## config.mk

```make
export PLATFORM = sky130hd
export DESIGN_NAME = pipe_ctrl
export DESIGN_NICKNAME = d
export VERILOG_FILES = /design/src/rtl/arm_pkg.sv /design/src/rtl/sat_counter.sv /design/src/rtl/pipe_ctrl.sv
export SDC_FILE = /design/constraint.sdc
export NUM_CORES = 1
export LEC_CHECK = 0
export CORE_AREA = 3 3 100 102
export CTS_BUF_LIST = sky130_fd_sc_hd__clkbuf_16
export CTS_CLUSTER_DIAMETER = 40
export CTS_CLUSTER_SIZE = 40
export DETAILED_ROUTE_END_ITERATION = 8
export DIE_AREA = 0 0 103 105
export PLACE_DENSITY_LB_ADDON = 0.3
export SLEW_MARGIN = 20
export SYNTH_ARGS = -nofsm -noshare
export SYNTH_HDL_FRONTEND = slang
export SYNTH_SLANG_ARGS = --single-unit
```

## constraint.sdc

```tcl
create_clock -name CLK -period 6.33 [get_ports CLK]
set_input_delay 1.899 -clock CLK [delete_from_list [all_inputs] [get_ports CLK]]
set_output_delay 1.899 -clock CLK [all_outputs]
set_load 0.02 [all_outputs]
```

## src/rtl/arm_pkg.sv

```systemverilog
// Shared definitions for the ARM core pipeline control logic.
package arm_pkg;

  localparam int REG_W = 4;

  typedef enum logic [1:0] {
    IDLE = 2'd0,
    BUSY = 2'd1,
    DONE = 2'd2
  } mem_state_t;

endpackage

```

## src/rtl/sat_counter.sv

```systemverilog
// Saturating up-counter with synchronous active-low reset and synchronous clear.
module sat_counter #(
  parameter int W = 16
) (
  input  logic         clk,
  input  logic         rst_n,
  input  logic         clr,
  input  logic         inc,
  output logic [W-1:0] q
);

  always_ff @(posedge clk) begin
    if (!rst_n) begin
      q <= '0;
    end else if (clr) begin
      q <= '0;
    end else if (inc && (q != '1)) begin
      q <= q + W'(1);
    end
  end

endmodule

```

## src/rtl/pipe_ctrl.sv

```systemverilog
// Pipeline sequencing controller: hazard stall, branch flush, data-memory freeze
// and saturating performance counters for the 5-stage ARM core.
module pipe_ctrl
  import arm_pkg::*;
#(
  parameter int WAIT_CYCLES = 4,
  parameter int CNT_W       = 16
) (
  input  logic             CLK,
  input  logic             RST,
  input  logic [REG_W-1:0] src1,
  input  logic [REG_W-1:0] src2,
  input  logic             two_src,
  input  logic [REG_W-1:0] ex_dest,
  input  logic             ex_wb_en,
  input  logic             ex_mem_r_en,
  input  logic [REG_W-1:0] mem_dest,
  input  logic             mem_wb_en,
  input  logic             mem_req,
  input  logic             forward_en,
  input  logic             branch_taken,
  input  logic             cnt_clr,
  output logic             hazard_stall,
  output logic             flush,
  output logic             mem_freeze,
  output logic             mem_busy,
  output logic [CNT_W-1:0] stall_cnt,
  output logic [CNT_W-1:0] flush_cnt,
  output logic [CNT_W-1:0] memwait_cnt
);

  localparam int WCW = $clog2(WAIT_CYCLES + 1);

  mem_state_t     state;
  logic [WCW-1:0] wcnt;

  logic match1, match2, mmatch1, mmatch2, raw;

  always_comb begin
    match1  = (src1 == ex_dest) && ex_wb_en;
    match2  = two_src && (src2 == ex_dest) && ex_wb_en;
    mmatch1 = (src1 == mem_dest) && mem_wb_en;
    mmatch2 = two_src && (src2 == mem_dest) && mem_wb_en;
    if (forward_en) begin
      raw = ex_mem_r_en && (match1 || match2);
    end else begin
      raw = match1 || match2 || mmatch1 || mmatch2;
    end
  end

  // Freeze asserts in the request cycle itself so the access costs exactly WAIT_CYCLES.
  always_comb begin
    mem_freeze = 1'b0;
    case (state)
      IDLE:    mem_freeze = mem_req;
      BUSY:    mem_freeze = 1'b1;
      default: mem_freeze = 1'b0;
    endcase
  end

  assign mem_busy     = (state != IDLE);
  assign flush        = branch_taken && !mem_freeze;
  assign hazard_stall = raw && !branch_taken && !mem_freeze;

  always_ff @(posedge CLK) begin
    if (!RST) begin
      state <= IDLE;
      wcnt  <= '0;
    end else begin
      case (state)
        IDLE: begin
          if (mem_req) begin
            if (WAIT_CYCLES == 1) begin
              state <= DONE;
            end else begin
              state <= BUSY;
              wcnt  <= WCW'(1);
            end
          end
        end
        BUSY: begin
          if (wcnt == WCW'(WAIT_CYCLES - 1)) begin
            state <= DONE;
          end else begin
            wcnt <= wcnt + WCW'(1);
          end
        end
        DONE:    state <= IDLE;
        default: state <= IDLE;
      endcase
    end
  end

  sat_counter #(.W(CNT_W)) u_stall_cnt (
    .clk   (CLK),
    .rst_n (RST),
    .clr   (cnt_clr),
    .inc   (hazard_stall),
    .q     (stall_cnt)
  );

  sat_counter #(.W(CNT_W)) u_flush_cnt (
    .clk   (CLK),
    .rst_n (RST),
    .clr   (cnt_clr),
    .inc   (flush),
    .q     (flush_cnt)
  );

  sat_counter #(.W(CNT_W)) u_memwait_cnt (
    .clk   (CLK),
    .rst_n (RST),
    .clr   (cnt_clr),
    .inc   (mem_freeze),
    .q     (memwait_cnt)
  );

endmodule

```

# Word level (Yosys, flattened, before mapping)
# Index checks and enable logic that the tools add are counted.
# W data, S select, Z words.
totals:
  ram_bits: 0
  mem_bits_ro: 0
  memories: 0
  latchBits: 0
  word_cells: 54
  regBits: 53
classes:
  div_mod_pow: 0
  n_bitwise: 1
  n_mux: 8
  n_shift: 0
  addsub: 4
  eq_ne: 12
  mul: 0
  reduce_logical: 24
  order_cmp: 0
ops:
  columns: ["op", "n"]
  rows:
  - ["$add A16 B1 Y16 const B", 3]
  - ["$ne A16 B16 Y1 const B", 3]
  - ["$eq A4 B4 Y1", 4]
  - ["$logic_and A1 B1 Y1", 13]
  - ["$mux W3", 2]
  - ["$ne A2 B2 Y1 const B", 3]
  - ["$pmux W3 S2", 1]
  - ["$mux W2", 2]
  - ["$pmux W2 S2", 1]
  - ["$reduce_bool A2 Y1", 2]
  - ["$add A3 B1 Y3 const B", 1]
  - ["$eq A3 B2 Y1 const B", 1]
  - ["$logic_or A1 B1 Y1", 3]
  - ["$reduce_and A3 Y1", 1]
  - ["$eq A2 B1 Y1 const B", 1]
  - ["$logic_not A1 Y1", 2]
  - ["$logic_not A2 Y1", 1]
  - ["$pmux W1 S2", 1]
  - ["$reduce_and A2 Y1", 1]
  - ["$reduce_or A2 Y1", 1]
  - ["$mux W1", 1]
  - ["$not A1 Y1", 1]

# Logic depth before layout (Yosys ltp)
depth:
  depth_word: 10
  ltp_mapped: 9
  mapped_depth_nobuf: 7

# By module
# From an unflattened synthesis, not the netlist that was laid out.
unflattened:
  cells_unflattened: 325
  area_unflattened_um2: 3035.4
by_module_without_submodules:
  columns: ["mod", "area_each_um2", "seq_area_each_um2", "cells_each", "n_inst"]
  rows:
  - ["sat_counter", 864.6, 320.3, 91, 3]
  - ["pipe_ctrl", 441.7, 100.1, 52, 1]

# Worst setup path before layout
# Ideal clock, no wire load.
synth_path:
  path_type: "input to output"
  from: "in src1[2]"
  to: "out hazard_stall"
  required_ns: 4.431
  arrival_ns: 3.319
  path_stages: 7
  path_slack_ns: 1.112
  path_cell_list: "xor2_1 nor4_1 a31oi_1 o32a_4 buf_6 clkbuf_1 nor2_1"
synth_via:
  elab_chain_cells: 8
  elab_cells_between_ends: 11
synth_rtl:
  columns: ["item", "line_no", "source"]
  rows:
  - ["from (decl)", "pipe_ctrl.sv:11", "input logic [REG_W-1:0] src1,"]
  - ["$eq A4 B4 Y1", "pipe_ctrl.sv:40", "match1 = (src1 == ex_dest) && ex_wb_en;"]
  - ["$logic_and A1 B1 Y1", "pipe_ctrl.sv:40", null]
  - ["$logic_or A1 B1 Y1", "pipe_ctrl.sv:45, pipe_ctrl.sv:47", null]
  - ["$logic_or A1 B1 Y1 (2 in a row)", "pipe_ctrl.sv:47", "raw = match1 || match2 || mmatch1 || mmatch2;"]
  - ["$mux W1 *", "pipe_ctrl.sv:44", "if (forward_en) begin"]
  - ["$logic_and A1 B1 Y1 * (2 in a row)", "pipe_ctrl.sv:63", "assign hazard_stall = raw && !branch_taken && !mem_freeze;"]
  - ["to (decl)", "pipe_ctrl.sv:23", "output logic hazard_stall,"]
# Mark *: on every way between the ends. The rest lies on a longest branch, timed or not.

# Worst setup path in the final report
# Ends and elaborated chain as after synthesis.

==> results summary <==
The run finished with clean final reports. The total cell area at the placement stage came out at 0.003608 mm². The starting DRC count in detailed routing came out at 123. For hold timing, the worst endpoint is u_stall_cnt.q[7]$_SDFFE_PP0P_.

The register bit count reported by yosys came out at 53. The internal power of the cells totals 0.5923 mW. The total area of multi-input combinational cells is 0.001574 mm². The synthesized netlist occupies a cell area of 0.002734 mm². The worst min-delay path class is flip-flop to flip-flop. Once detailed placement completed, the half-perimeter wirelength came to 5.075 mm. The part of the total power dissipated in sequential elements is 0.451. Tracing the worst setup path back leads to its startpoint at src1[2].

From bottom edge to top edge, the die measures 105 µm. Row generation in the floorplan step produced 35 rows. Buffers placed on the I/O ports in this run total 77. The switching component of the power came out at 0.1577 mW. The detail-routed via count per cell came out at 5.079. Of the total power, the clock network draws 0.462. The number of antenna repair diodes is 0. The number of global-route vias before repair is 2463. The clock period minus worst slack came out at 5902 ps. The insertion delay to the later sink of the worst-skew pair came out at 290 ps. The detailed-route via count came out at 2626. The area growth from synthesis to final layout is 38.95%. The worst hold path passes through 2 cells. The worst setup path is of the primary input to output pin kind.

The number of max-cap violations is 0. The endpoint of the worst register-to-register path is u_memwait_cnt.q[7]$_SDFFE_PP0P_. The number of max-slew violations in the final report was 0.

The number of buffers inserted to repair setup after CTS came out at 0. Routability-driven placement finished with a final weighted congestion of 0.7564. The remaining antenna violation count after routing is 0. The average footprint of a synthesized cell is 8.284 µm². Clock tree synthesis inserted a total of 5 buffers. The switching power as a share of total power is 0.2103. Setup repair after global routing left no endpoint under its margin. The areal power density over the cells came out at 197.4 mW/mm². The buffer levels on the longest clock path is 2. The post-synthesis sequential area ratio is 0.3881. Of the total power, combinational logic draws 0.087. The highest fanout seen on the critical path is 2. In the post-synthesis netlist, the cell with the most instances is dfxtp_1. The number of endpoints with negative hold slack in the final report came out at 0. The total area inside the core boundary comes to 0.009196 mm². The synthesized netlist cell count is 330. For this run, the leading register cell type out of synthesis is dfxtp_1. The largest total area in the synthesized netlist belongs to dfxtp_1. The share of synthesized flip-flops with an asynchronous set or reset is 0. Timing would allow up to 169.4 MHz. The worst hold margin came out at 494.1 ps. The peak supply drop came out at 0.09477 mV. After filler insertion, the fill cell instance count of the layout stands at 951. The effective utilization at floorplan is 0.2973.

The area taken by flip-flops and latches is 0.001061 mm². The number of flops mapped to enable cells by yosys is 0. With fillers left out, the area of the finished cells amounts to 0.003799 mm².

Summed over all layers, the global routing overflow is 0. Setup violations remaining at the end of the flow were counted as 0. Summed over all cells, the static leakage comes to 1.232 nW. The final total power is 0.7500 mW.

The wire length after detailed routing is 6.839 mm. The final layout net count is 436. The transition at the pin with the smallest max-transition slack came out at 1086 ps. Data on the critical path is required at its endpoint by 4430 ps. The post-route core utilization came out at 0.4131. The H-tree generated during clock tree synthesis spans 2 levels. The setup slack of the most critical reg-to-reg path is 4020 ps.

The number of nets in the synthesized netlist is 361. The root buffer cell chosen for the clock tree is clkbuf_16. TritonCTS built the clock tree. The startpoint type of the worst setup path is a primary input.

The wire length of the first global-routing pass is 11.61 mm. The top-level I/O count is 78. The total global-route track usage came out at 0.1306. The area fraction of the dominant cell type after synthesis came out at 0.3881. In this run the most critical hold path is launched from u_stall_cnt.q[7]$_SDFFE_PP0P_. For this run, design rule violations remaining after detail routing come to 0. The overall die area is 0.01082 mm². The arrival time at the worst endpoint is 4000 ps.

The initial antenna violation count came to 0. The average wire per standard cell is 13.23 µm. The depth of the worst register-to-register path came out at 7.

Sorting the synthesized cells by how often they occur yields dfxtp_1 (53), nor2_1 (45), xor2_1 (28). The share of the cycle needed by the critical path after routing came out at 0.9324. The final clock skew came out at 3.952 ps. The yosys synthesis warning count came out at 0. In the final layout, the share of cells above drive strength 1 is 0.04187. The kind of end point of the critical path is an output pin. The number of gates given a new drive strength after cts came out at 0.

The critical register-to-register path startpoint is u_memwait_cnt.q[0]$_SDFFE_PP0P_. The floorplan die width came out at 103 µm. The number of clock sinks is 53. Sorting the synthesized cells by area gives the leading types as dfxtp_1 (39%), xor2_1 (9.0%), nor2_1 (6.2%). The number of hold buffers added after cts came out at 0. The clock transition at the registers of the reported paths is 70 ps. Entering global routing, the biggest net connects 48 pins.

Summed over all failing endpoints, the final setup total negative slack is 0 ps. The number of distinct library cells after synthesis came out at 37. The detailed-routing iteration count for the pre-antenna-repair pass is 5. The tightest slew margin relative to the limit came out at 0.2693.
[cells by family after synthesis]
logic type / Yosys count / share of synthesized area
AOI/OAI and AO/OA: 46 / 0.1130
xor gates and xnor gates: 45 / 0.1442
adders and majority gates: 5 / 0.02288
buffers and inverters: 23 / 0.03615
DFF: 53 / 0.3881
muxes: 1 / 0.004119
and+or+nand+nor: 157 / 0.2915
[routing by layer]
layer	part of all wire	wire, µm	global-route usage
met1	0.45	3067	0.1692
met2	0.48	3303	0.2136
met3	0.062	421	0.03538
met4	0.0069	47	0.03053
met5	0	0	0
[layout by cell type (no fill, tap or decap), types with 2 or more instances in the layout]
| master | n |
|---|---|
| clkdlybuf4s50_1 | 77 |
| o31ai_1 | 13 |
| nor2_1 | 45 |
| a31oi_1 | 2 |
| bufinv_16 | 2 |
| nand2b_1 | 3 |
| xor2_1 | 28 |
| and3_1 | 6 |
| dfxtp_1 | 53 |
| o211ai_1 | 2 |
| buf_4 | 3 |
| inv_1 | 11 |
| nand4_1 | 14 |
| a21oi_1 | 17 |
| clkbuf_16 | 5 |
| nor3_1 | 9 |
| xnor2_1 | 17 |
| a22oi_1 | 2 |
| nand3_1 | 22 |
| nor4_1 | 6 |
| and4_1 | 4 |
| or3_1 | 4 |
| nand2_1 | 26 |
| o21ai_0 | 4 |
| or2_2 | 3 |
| ha_1 | 5 |
| or4_1 | 13 |
[power by group through the flow]
stage / Sequential, mW / Combinational (mW) / Clock, mW
3_3_place_gp: 0.346 / 0.0643 / 0
3_5_place_dp: 0.346 / 0.0658 / 0
6_report: 0.338 / 0.0649 / 0.347
2_1_floorplan: 0.346 / 0.0331 / 0
4_1_cts: 0.338 / 0.0660 / 0.355
5_1_grt: 0.339 / 0.0720 / 0.369
[stage by stage]
| step | setup slack [ps] | std cells |
|---|---|---|
| 6_report | 427.7 | 517 |
| 2_1_floorplan | 1112 | 330 |
| 3_5_place_dp | 395.0 | 509 |
| 5_1_grt | 329.4 | 517 |
| 3_3_place_gp | 455.6 | 509 |
| 4_1_cts | 393.5 | 517 |
[cell type report]
type / count / share of cell area
inverter: 11 / 0.01087
clock buffer: 5 / 0.03294
clock inverter: 3 / 0.01713
sequential: 53 / 0.2793
multi-input combinational: 254 / 0.4144
timing repair buffer: 80 / 0.2088
tap: 111 / 0.03656
[worst max path at each step]
| stage | endpoint | slack, ps | cells after the start |
|---|---|---|---|
| 2_1_floorplan | hazard_stall | 1110 | 7 |
| 3_3_place_gp | hazard_stall | 460 | 7 |
| 3_5_place_dp | hazard_stall | 390 | 7 |
| 4_1_cts | hazard_stall | 390 | 7 |
| 5_1_grt | hazard_stall | 330 | 7 |
| 6_report | hazard_stall | 430 | 7 |
[critical path, cell delays in order]
cell	delay [ps]
clkdlybuf4s50_1	450
xor2_1	180
nor4_1	290
a31oi_1	100
o32a_4	340
nor2_1	100
clkdlybuf4s50_1	640
[sequential cells by signal, indices dropped and copies added, names as in the netlist]
| name | count |
|---|---|
| u_stall_cnt.q | 16 |
| u_flush_cnt.q | 16 |
| state | 2 |
| wcnt | 3 |
| u_memwait_cnt.q | 16 |
(Power assumes the default switching activity.)
